### src/rtl/gpu_prim_pkg.sv
// Shared encodings for the graphics primitive-assembly path.
// Command codes, primitive types and the sequencer state type.
package gpu_prim_pkg;

  localparam int VERTEX_REG_WIDTH = 30;

  localparam logic [1:0] CMD_NOP    = 2'd0;
  localparam logic [1:0] CMD_BEGIN  = 2'd1;
  localparam logic [1:0] CMD_VERTEX = 2'd2;
  localparam logic [1:0] CMD_END    = 2'd3;

  localparam logic PRIM_LIST  = 1'b0;
  localparam logic PRIM_STRIP = 1'b1;

  typedef enum logic {
    ST_IDLE,
    ST_OPEN
  } state_t;

endpackage

### src/rtl/gpu_vertex_window.sv
// Two-entry vertex window: w0 is older, w1 newest; count saturates at 2.
// Pushing while full keeps the last two vertices (strip retention).
module gpu_vertex_window
  import gpu_prim_pkg::*;
#(
  parameter int W = VERTEX_REG_WIDTH
) (
  input  logic         clk,
  input  logic         rst_n,
  input  logic         clear,
  input  logic         push,
  input  logic [W-1:0] din,
  output logic [W-1:0] w0,
  output logic [W-1:0] w1,
  output logic [1:0]   count
);

  // Shift register with saturating fill count, updates on falling edge.
  always_ff @(negedge clk) begin
    if (!rst_n) begin
      w0    <= '0;
      w1    <= '0;
      count <= 2'd0;
    end else if (clear) begin
      count <= 2'd0;
    end else if (push) begin
      w0 <= w1;
      w1 <= din;
      if (count != 2'd2) count <= count + 2'd1;
    end
  end

endmodule

### src/rtl/gpu_prim_sequencer.sv
// Primitive assembly: gathers vertices into triangles for the GPU stage.
// Strip support is built only when GPU_TRISTRIP_EN is defined.
module gpu_prim_sequencer
  import gpu_prim_pkg::*;
#(
  parameter int VTX_W = VERTEX_REG_WIDTH,
  parameter int CNT_W = 16
) (
  input  logic             I_CLOCK,
  input  logic             I_LOCK,
  input  logic             I_CmdValid,
  input  logic [1:0]       I_Cmd,
  input  logic             I_PrimType,
  input  logic [VTX_W-1:0] I_VertexData,
  input  logic             I_GPUStallSignal,
  output logic             O_Stall,
  output logic             O_PrimValid,
  output logic [VTX_W-1:0] O_VertexV1,
  output logic [VTX_W-1:0] O_VertexV2,
  output logic [VTX_W-1:0] O_VertexV3,
  output logic             O_PrimOpen,
  output logic [CNT_W-1:0] O_PrimCount,
  output logic             O_Error
);

  state_t state, state_nxt;

  logic             accept, take;
  logic             err_set, load, strip;
  logic             win_clear, win_push;
  logic [VTX_W-1:0] w0, w1;
  logic [1:0]       vc;
  logic [VTX_W-1:0] t1, t2, t3;

`ifdef GPU_TRISTRIP_EN
  logic prim_type, type_nxt;
  logic parity, par_nxt;
`else
  logic unused_prim_type;
  assign unused_prim_type = I_PrimType;
`endif

  assign O_Stall    = O_PrimValid & I_GPUStallSignal;
  assign accept     = I_CmdValid & ~O_Stall;
  assign take       = O_PrimValid & ~I_GPUStallSignal;
  assign O_PrimOpen = (state == ST_OPEN);

  gpu_vertex_window #(
    .W(VTX_W)
  ) u_win (
    .clk   (I_CLOCK),
    .rst_n (I_LOCK),
    .clear (win_clear),
    .push  (win_push),
    .din   (I_VertexData),
    .w0    (w0),
    .w1    (w1),
    .count (vc)
  );

  // Command decode: next state, window control and triangle load.
  always_comb begin
    state_nxt = state;
    err_set   = 1'b0;
    win_clear = 1'b0;
    win_push  = 1'b0;
    load      = 1'b0;
    t1        = w0;
    t2        = w1;
    t3        = I_VertexData;
`ifdef GPU_TRISTRIP_EN
    type_nxt  = prim_type;
    par_nxt   = parity;
    strip     = (prim_type == PRIM_STRIP);
`else
    strip     = 1'b0;
`endif
    if (accept) begin
      unique case (state)
        ST_IDLE: begin
          if (I_Cmd == CMD_BEGIN) begin
            state_nxt = ST_OPEN;
            win_clear = 1'b1;
`ifdef GPU_TRISTRIP_EN
            type_nxt  = I_PrimType;
            par_nxt   = 1'b0;
`endif
          end else if (I_Cmd != CMD_NOP) begin
            err_set = 1'b1;
          end
        end
        ST_OPEN: begin
          unique case (1'b1)
            (I_Cmd == CMD_BEGIN): begin
              err_set   = 1'b1;
              win_clear = 1'b1;
`ifdef GPU_TRISTRIP_EN
              type_nxt  = I_PrimType;
              par_nxt   = 1'b0;
`endif
            end
            (I_Cmd == CMD_VERTEX): begin
              if (vc != 2'd2) begin
                win_push = 1'b1;
              end else begin
                load = 1'b1;
                if (strip) begin
                  win_push = 1'b1;
`ifdef GPU_TRISTRIP_EN
                  par_nxt  = ~parity;
                  if (parity) begin
                    t1 = w1;
                    t2 = w0;
                  end
`endif
                end else begin
                  win_clear = 1'b1;
                end
              end
            end
            (I_Cmd == CMD_END): begin
              state_nxt = ST_IDLE;
              win_clear = 1'b1;
              if (strip) err_set = (vc == 2'd1);
              else       err_set = (vc != 2'd0);
            end
            default: ;
          endcase
        end
        default: ;
      endcase
    end
  end

  // State, output triangle registers, counter and sticky error.
  always_ff @(negedge I_CLOCK) begin
    if (!I_LOCK) begin
      state       <= ST_IDLE;
      O_PrimValid <= 1'b0;
      O_VertexV1  <= '0;
      O_VertexV2  <= '0;
      O_VertexV3  <= '0;
      O_PrimCount <= '0;
      O_Error     <= 1'b0;
`ifdef GPU_TRISTRIP_EN
      prim_type   <= PRIM_LIST;
      parity      <= 1'b0;
`endif
    end else begin
      state <= state_nxt;
      if (err_set) O_Error <= 1'b1;
      if (take) O_PrimCount <= O_PrimCount + 1'b1;
      if (load) begin
        O_PrimValid <= 1'b1;
        O_VertexV1  <= t1;
        O_VertexV2  <= t2;
        O_VertexV3  <= t3;
      end else if (take) begin
        O_PrimValid <= 1'b0;
      end
`ifdef GPU_TRISTRIP_EN
      prim_type <= type_nxt;
      parity    <= par_nxt;
`endif
    end
  end

endmodule

### config.mk
export PLATFORM = sky130hd
export DESIGN_NAME = gpu_prim_sequencer
export DESIGN_NICKNAME = d
export VERILOG_FILES = /design/src/rtl/gpu_prim_pkg.sv /design/src/rtl/gpu_vertex_window.sv /design/src/rtl/gpu_prim_sequencer.sv
export SDC_FILE = /design/constraint.sdc
export NUM_CORES = 1
export LEC_CHECK = 0
export CORE_ASPECT_RATIO = 0.5
export CORE_MARGIN = 5
export CORE_UTILIZATION = 46
export CTS_BUF_LIST = sky130_fd_sc_hd__clkbuf_4 sky130_fd_sc_hd__clkbuf_8
export DETAILED_ROUTE_END_ITERATION = 7
export GPL_ROUTABILITY_DRIVEN = 0
export GPL_TIMING_DRIVEN = 0
export PLACE_DENSITY = 0.88
export SYNTH_ARGS = -nofsm -noshare
export SYNTH_HDL_FRONTEND = slang
export SYNTH_SLANG_ARGS = --single-unit
### constraint.sdc
create_clock -name I_CLOCK -period 1.5 [get_ports I_CLOCK]
set_input_delay 0.3 -clock I_CLOCK [delete_from_list [all_inputs] [get_ports I_CLOCK]]
set_output_delay 0.3 -clock I_CLOCK [all_outputs]
set_load 0.01 [all_outputs]
==> metrics.txt, run 1 <==
# TYPE chip_impl_metric gauge
chip_impl_info{name="outcome",value="stopped before the end"} 1
chip_impl_info{name="outcome.stop_stage",value="global routing (5_1_grt)"} 1
chip_impl_info{name="stop_error",value="[ERROR DPL-0038] Utilization greater than 100%, impossible to legalize"} 1
chip_impl_metric{name="ys_seq_area_frac",unit=""} 0.5585
chip_impl_metric{name="yosys.cell_types.count",unit=""} 33
chip_impl_metric{name="cts-root-to-sink-buffers",unit=""} 2
chip_impl_metric{name="postSynthAreaPerCell",unit="sq um"} 8.034
chip_impl_info{name="clock_root_buffer",value="sky130_fd_sc_hd__clkbuf_8"} 1
chip_impl_metric{name="h-tree-depth",unit=""} 4
chip_impl_metric{name="ys_seq_elements",unit=""} 171
chip_impl_info{name="dominant_combinational_cell_family_by_area_after_synthesis",value="simple AND/OR/NAND/NOR gates"} 1
chip_impl_metric{name="synth_mux_area_frac",unit=""} 0.004899
chip_impl_info{name="worst_endpoint",value="O_Stall"} 1
chip_impl_metric{name="dieWidth",unit="microns"} 173.3
chip_impl_info{name="post-synth-top-area-cell",value="sky130_fd_sc_hd__dfxtp_1"} 1
chip_impl_metric{name="synth-warning-count",unit=""} 0
chip_impl_metric{name="synth_fp_nets",unit=""} 803
chip_impl_metric{name="io_pins",unit=""} 147
chip_impl_metric{name="row_count",unit=""} 29
chip_impl_metric{name="synth.top_cell.area_share",unit=""} 0.5585
chip_impl_metric{name="port_buffers",unit=""} 144
chip_impl_metric{name="synth_compound_area_frac",unit=""} 0.1368
chip_impl_metric{name="floorplan.initialDensity",unit=""} 0.4772
chip_impl_metric{name="simple_logic_cell_fraction_of_the_synthesized_area",unit=""} 0.2325
chip_impl_metric{name="syn-instance-count",unit=""} 763
chip_impl_metric{name="chipHeight",unit="microns"} 91.63
chip_impl_metric{name="synth_fa_ha_area_frac",unit=""} 0.006124
chip_impl_metric{name="cts_made_buffers",unit=""} 17
chip_impl_metric{name="numClockSinks",unit=""} 171
chip_impl_metric{name="detailed_place_hpwl",unit="mm"} 12.57
chip_impl_metric{name="post_synth_instance_area",unit="sq um"} 6130
chip_impl_info{name="largest_cells_by_area_after_synthesis",value="sky130_fd_sc_hd__dfxtp_1, sky130_fd_sc_hd__nand2_1, sky130_fd_sc_hd__a21oi_1, sky130_fd_sc_hd__buf_4, sky130_fd_sc_hd__clkbuf_1"} 1
chip_impl_info{name="worst-endpoint-pin-kind",value="top-level output"} 1
chip_impl_metric{name="post_synth_xor_area_fraction",unit=""} 0.01572
chip_impl_metric{name="grt_start_max_net_pins",unit=""} 17
==> timing repair <==
item,in CTS
pin swaps,181
gates cloned,28
buffers inserted,73
gates resized for setup,1079
endpoints found under the setup margin,281
hold buffers,0
==> cells in the mapped netlist <==
master                       n
sky130_fd_sc_hd__or3_1       3
sky130_fd_sc_hd__mux2i_1     3
sky130_fd_sc_hd__buf_1       5
sky130_fd_sc_hd__a21o_1      1
sky130_fd_sc_hd__nor2b_1     2
sky130_fd_sc_hd__buf_2       1
sky130_fd_sc_hd__a21boi_2    1
sky130_fd_sc_hd__nand3b_1    1
sky130_fd_sc_hd__nand2_1   311
sky130_fd_sc_hd__o21ai_0     3
sky130_fd_sc_hd__clkbuf_1   29
sky130_fd_sc_hd__nand4b_1    1
sky130_fd_sc_hd__and4b_1     1
sky130_fd_sc_hd__and4_1      3
sky130_fd_sc_hd__a21boi_0    1
sky130_fd_sc_hd__and4b_2     1
sky130_fd_sc_hd__nand2b_1    3
sky130_fd_sc_hd__xnor2_1     5
sky130_fd_sc_hd__ha_1        3
sky130_fd_sc_hd__nand3_1     4
sky130_fd_sc_hd__buf_4      17
sky130_fd_sc_hd__nand4_2     1
sky130_fd_sc_hd__xor2_1      6
sky130_fd_sc_hd__and3_1      2
sky130_fd_sc_hd__nor3_1      1
sky130_fd_sc_hd__nand4_1     6
sky130_fd_sc_hd__nor3b_1     1
sky130_fd_sc_hd__o21a_1      1
sky130_fd_sc_hd__inv_1       5
sky130_fd_sc_hd__a21oi_1   156
sky130_fd_sc_hd__nor2_1     13
sky130_fd_sc_hd__a311oi_1    1
sky130_fd_sc_hd__dfxtp_1   171
==> through the flow <==
stage / worst slack (ns) / hold slack, ns / setup TNS (ns) / cell area (sq um) / instances
2_1_floorplan: -0.4776 / 0.4319 / -74.48 / 6299 / 763
3_3_place_gp: -1.436 / 0.4419 / -271.47 / 7953 / 1077
3_5_place_dp: -1.503 / 0.4457 / -280.90 / 7953 / 1077
4_1_cts: -0.5726 / 0.4474 / -92.60 / 11740 / 1380
==> logic make-up after synthesis <==
family / count (synthesis)
XOR/XNOR: 11
buffers and inverters: 57
flip-flops: 171
multiplexers: 3
adder cells (fa/ha/maj): 3
AND/OR/NAND/NOR: 354
AO/OA/AOI/OAI: 164
==> run 2, diff against run 1 <==
==> config.mk (replaced) <==
export PLATFORM = sky130hd
export DESIGN_NAME = gpu_prim_sequencer
export DESIGN_NICKNAME = d
export VERILOG_FILES = /design/src/rtl/gpu_prim_pkg.sv /design/src/rtl/gpu_vertex_window.sv /design/src/rtl/gpu_prim_sequencer.sv
export SDC_FILE = /design/constraint.sdc
export NUM_CORES = 1
export LEC_CHECK = 0
export CORE_MARGIN = 5
export CORE_UTILIZATION = 40
export DETAILED_ROUTE_END_ITERATION = 7
export GPL_ROUTABILITY_DRIVEN = 0
export GPL_TIMING_DRIVEN = 0
export PLACE_DENSITY_LB_ADDON = 0.15
export SYNTH_ARGS = -nofsm -noshare
export SYNTH_HDL_FRONTEND = slang
export SYNTH_SLANG_ARGS = --single-unit
==> constraint.sdc (replaced) <==
create_clock -name I_CLOCK -period 1.95 [get_ports I_CLOCK]
set_input_delay 0.39 -clock I_CLOCK [delete_from_list [all_inputs] [get_ports I_CLOCK]]
set_output_delay 0.39 -clock I_CLOCK [all_outputs]
set_load 0.01 [all_outputs]
==> run 2 against run 1 <==
Compared with the run above:
- the flow now finishes, with violations (setup timing)
- synthesized area did not move
- synthesized cell count did not move
==> metrics.txt, run 2 <==
# TYPE chip_impl_metric gauge
chip_impl_info{name="crit_path_end_kind",value="output port"} 1
chip_impl_metric{name="grt_pass1_vias",unit=""} 7079
chip_impl_info{name="grt_setup_unrepaired",value="yes"} 1
chip_impl_metric{name="remaining_drc_errors",unit=""} 0
chip_impl_info{name="tritoncts_clock_tree",value="yes"} 1
chip_impl_metric{name="worst-endpoint-required",unit="ns"} 1.56
chip_impl_info{name="layout.cells.most_common_list",value="sky130_fd_sc_hd__inv_1, sky130_fd_sc_hd__a21oi_2, sky130_fd_sc_hd__nand2_4"} 1
chip_impl_metric{name="relSlewSlack",unit=""} 0.5276
chip_impl_info{name="outcome",value="finished, violations left"} 1
chip_impl_info{name="path_delay_family",value="flip-flops"} 1
chip_impl_metric{name="chipHeight",unit="microns"} 133.8
chip_impl_metric{name="clk_pin_slew",unit="ns"} 0.10
chip_impl_metric{name="final-max-slew-violation-count",unit=""} 0
chip_impl_metric{name="critical_path.n_buffers_inverters",unit=""} 2
chip_impl_metric{name="cts_made_buffers",unit=""} 17
chip_impl_metric{name="static-leakage-power",unit="nW"} 5.806
chip_impl_metric{name="critPathMaxStageDelay",unit="ns"} 0.37
chip_impl_metric{name="dieWidth",unit="microns"} 133.8
chip_impl_metric{name="row_count",unit=""} 45
chip_impl_metric{name="drv.max_cap_violation_count",unit=""} 0
chip_impl_metric{name="final_critical_path_setup_slack",unit="ns"} -0.4825
chip_impl_metric{name="timing.clock.skew",unit="ns"} 0.04609
chip_impl_metric{name="worst_skew_pair.late_latency",unit="ns"} 0.51
chip_impl_metric{name="vias",unit=""} 7800
chip_impl_metric{name="route.detailed.vias_per_inst",unit=""} 5.571
chip_impl_metric{name="io_pins",unit=""} 147
chip_impl_metric{name="grt_start_max_net_pins",unit=""} 17
chip_impl_metric{name="post_synth_instance_area",unit="sq um"} 6130
chip_impl_metric{name="ys_seq_elements",unit=""} 171
chip_impl_metric{name="synth_fp_nets",unit=""} 803
chip_impl_metric{name="detailedRoute.firstPassIterationCount",unit=""} 5
chip_impl_metric{name="largest_vdd_supply_drop",unit="V"} 0.0006231
chip_impl_metric{name="pre_cts_ws",unit="ns"} -1.394
chip_impl_metric{name="detailed_place_hpwl",unit="mm"} 11.98
chip_impl_info{name="setup.worst_path.class",value="reg -> out"} 1
chip_impl_metric{name="layout-area-overhead-vs-synth",unit="%"} 114.3
chip_impl_metric{name="global_route.usage.total",unit=""} 0.2388
chip_impl_metric{name="fin_hold_ws",unit="ns"} 0.4522
chip_impl_metric{name="routed_wire_per_std_cell",unit="microns"} 22.06
chip_impl_metric{name="yosys.cell_types.count",unit=""} 33
chip_impl_metric{name="cts-root-to-sink-buffers",unit=""} 2
chip_impl_metric{name="post_layout_nonfiller_instances",unit=""} 1400
chip_impl_metric{name="worst_slew_pin_slew",unit="ns"} 0.7087
chip_impl_metric{name="synth_enable_flop_cells",unit=""} 0
chip_impl_metric{name="antenna_found_initial",unit=""} 0
chip_impl_info{name="synth_most_common_cell",value="sky130_fd_sc_hd__nand2_1"} 1
chip_impl_metric{name="syn-instance-count",unit=""} 763
chip_impl_info{name="post-synth-top-area-cell",value="sky130_fd_sc_hd__dfxtp_1"} 1
chip_impl_info{name="largest_cells_by_area_after_synthesis",value="sky130_fd_sc_hd__dfxtp_1, sky130_fd_sc_hd__nand2_1, sky130_fd_sc_hd__a21oi_1, sky130_fd_sc_hd__buf_4, sky130_fd_sc_hd__clkbuf_1"} 1
chip_impl_metric{name="grt_overflow",unit=""} 0
chip_impl_metric{name="grt_pass1_wl",unit="mm"} 34.18
chip_impl_metric{name="port_buffers",unit=""} 144
chip_impl_metric{name="floorplan.initialDensity",unit=""} 0.4062
chip_impl_info{name="critPathLaunchType",value="register"} 1
chip_impl_metric{name="nNetsFinal",unit=""} 1243
chip_impl_metric{name="finalHoldViolCount",unit=""} 0
chip_impl_metric{name="wl",unit="mm"} 30.88
chip_impl_info{name="failed_checks",value="setup timing"} 1
chip_impl_info{name="final_common_cell",value="sky130_fd_sc_hd__inv_1"} 1
chip_impl_metric{name="antenna_left",unit=""} 0
chip_impl_metric{name="h-tree-depth",unit=""} 4
chip_impl_metric{name="diodes",unit=""} 0
chip_impl_metric{name="ys_seq_area_frac",unit=""} 0.5585
chip_impl_metric{name="fp.dieArea",unit="sq um"} 17900
chip_impl_info{name="holdCritPathClass",value="reg -> reg"} 1
chip_impl_metric{name="placeableCoreArea",unit="sq um"} 15090
chip_impl_metric{name="number_of_endpoints_failing_setup_at_the_final_stage",unit=""} 270
chip_impl_metric{name="synth-warning-count",unit=""} 0
chip_impl_metric{name="arrival_time_worst_endpoint",unit="ns"} 2.04
chip_impl_metric{name="drt_first_iter_violations",unit=""} 624
chip_impl_metric{name="post_cts_hold_fix_bufs",unit=""} 0
chip_impl_metric{name="power.density_cell_area",unit="nW/um^2"} 664.1
chip_impl_metric{name="synth.top_cell.area_share",unit=""} 0.5585
chip_impl_metric{name="post-place-cells",unit=""} 1095
chip_impl_metric{name="post-layout-total-power",unit="mW"} 8.724
chip_impl_metric{name="numClockSinks",unit=""} 171
chip_impl_metric{name="postSynthAreaPerCell",unit="sq um"} 8.034
chip_impl_info{name="worst_path_max_delay_cell",value="sky130_fd_sc_hd__dfxtp_4"} 1
chip_impl_info{name="synth-main-ff-cell",value="sky130_fd_sc_hd__dfxtp_1"} 1
chip_impl_metric{name="ys_async_sr_fraction",unit=""} 0
chip_impl_info{name="clock_root_buffer",value="sky130_fd_sc_hd__clkbuf_16"} 1
chip_impl_metric{name="worstPathMaxFanout",unit=""} 4
chip_impl_metric{name="final_layout_size_suffix_gt1_frac",unit=""} 0.6361
chip_impl_metric{name="final.setup.tns",unit="ns"} -94.16
chip_impl_info{name="synth_common_cells",value="sky130_fd_sc_hd__nand2_1, sky130_fd_sc_hd__dfxtp_1, sky130_fd_sc_hd__a21oi_1"} 1
chip_impl_info{name="crit_chain",value="nand2_4 -> inv_2 -> buf_6"} 1
==> run 2: kinds of logic (layout without fill, tap and decap cells) <==
kind of cell    Yosys count  in the layout  share of synthesized area
compound gates          164            164                     0.1368
fa+ha+maj                 3              3                   0.006124
flops                   171            171                     0.5585
xor+xnor                 11             11                    0.01572
simple gates            354            354                     0.2325
buf+inv                  57            506                    0.04552
mux                       3              3                   0.004899
==> run 2: per-stage QoR <==
stage	cell area (sq um)	utilization
2_1_floorplan	6286	-
3_3_place_gp	7963	0.5277
3_5_place_dp	7963	0.5277
4_1_cts	11080	0.7342
5_1_grt	13140	0.8706
6_report	13140	0.8706
==> run 2: path summary, 6_finish.rpt <==
kind,cells past startpoint,startpoint,to,slack [ns]
max,3,O_PrimValid$_SDFFE_NN0P_,O_Stall,-0.48
min,2,u_win.w0[14]$_SDFFE_NN0P_,O_VertexV1[14]$_SDFFE_NN0P_,0.45
max reg2reg,10,O_PrimValid$_SDFFE_NN0P_,O_VertexV2[23]$_SDFFE_NN0P_,-0.01
min reg2reg,2,u_win.w0[14]$_SDFFE_NN0P_,O_VertexV1[14]$_SDFFE_NN0P_,0.45
==> run 2: report_power, final <==
group	switching [mW]	leakage [nW]	internal [mW]
clock	2.70	1.16	2.17
combinational	0.211	3.20	0.164
sequential	0.0138	1.45	3.46
total	2.93	5.81	5.80
==> run 2: final cells by class <==
type / count / area (sq um)
multi-input combinational: 535 / 4259
sequential: 171 / 3670
timing repair buffer: 255 / 3138
fill: 612 / 1953
clock inverter: 182 / 718.2
buffer: 48 / 675.6
clock buffer: 17 / 425.4
tap: 188 / 235.2
inverter: 4 / 15.01
==> run 2: timing repair <==
action                     CTS  global route
pin swaps                   50           231
setup buffers               58            25
gates cloned                20            18
gates resized for setup    889           511
setup endpoints to repair  281           281
==> run 2: worst register-to-register path, stage by stage, from the launching register on <==
cell and delay (ns):
sky130_fd_sc_hd__dfxtp_4 0.37, sky130_fd_sc_hd__buf_4 0.15, sky130_fd_sc_hd__a21boi_4 0.17, sky130_fd_sc_hd__buf_6 0.12, sky130_fd_sc_hd__buf_6 0.09, sky130_fd_sc_hd__nand4_1 0.21, sky130_fd_sc_hd__buf_4 0.23, sky130_fd_sc_hd__clkbuf_16 0.17
sky130_fd_sc_hd__clkbuf_16 0.17, sky130_fd_sc_hd__nand2_2 0.06, sky130_fd_sc_hd__a21oi_1 0.05
==> run 2: metal layers <==
layer / part of all wire / up-vias / GRT usage
li1: - / 3374 / -
met1: 0.37 / 3801 / 0.2681
met2: 0.51 / 473 / 0.3936
met3: 0.079 / 152 / 0.1035
met4: 0.050 / 0 / 0.1080
met5: 0 / - / 0
No activity file was read; power rests on OpenSTA's default activity.
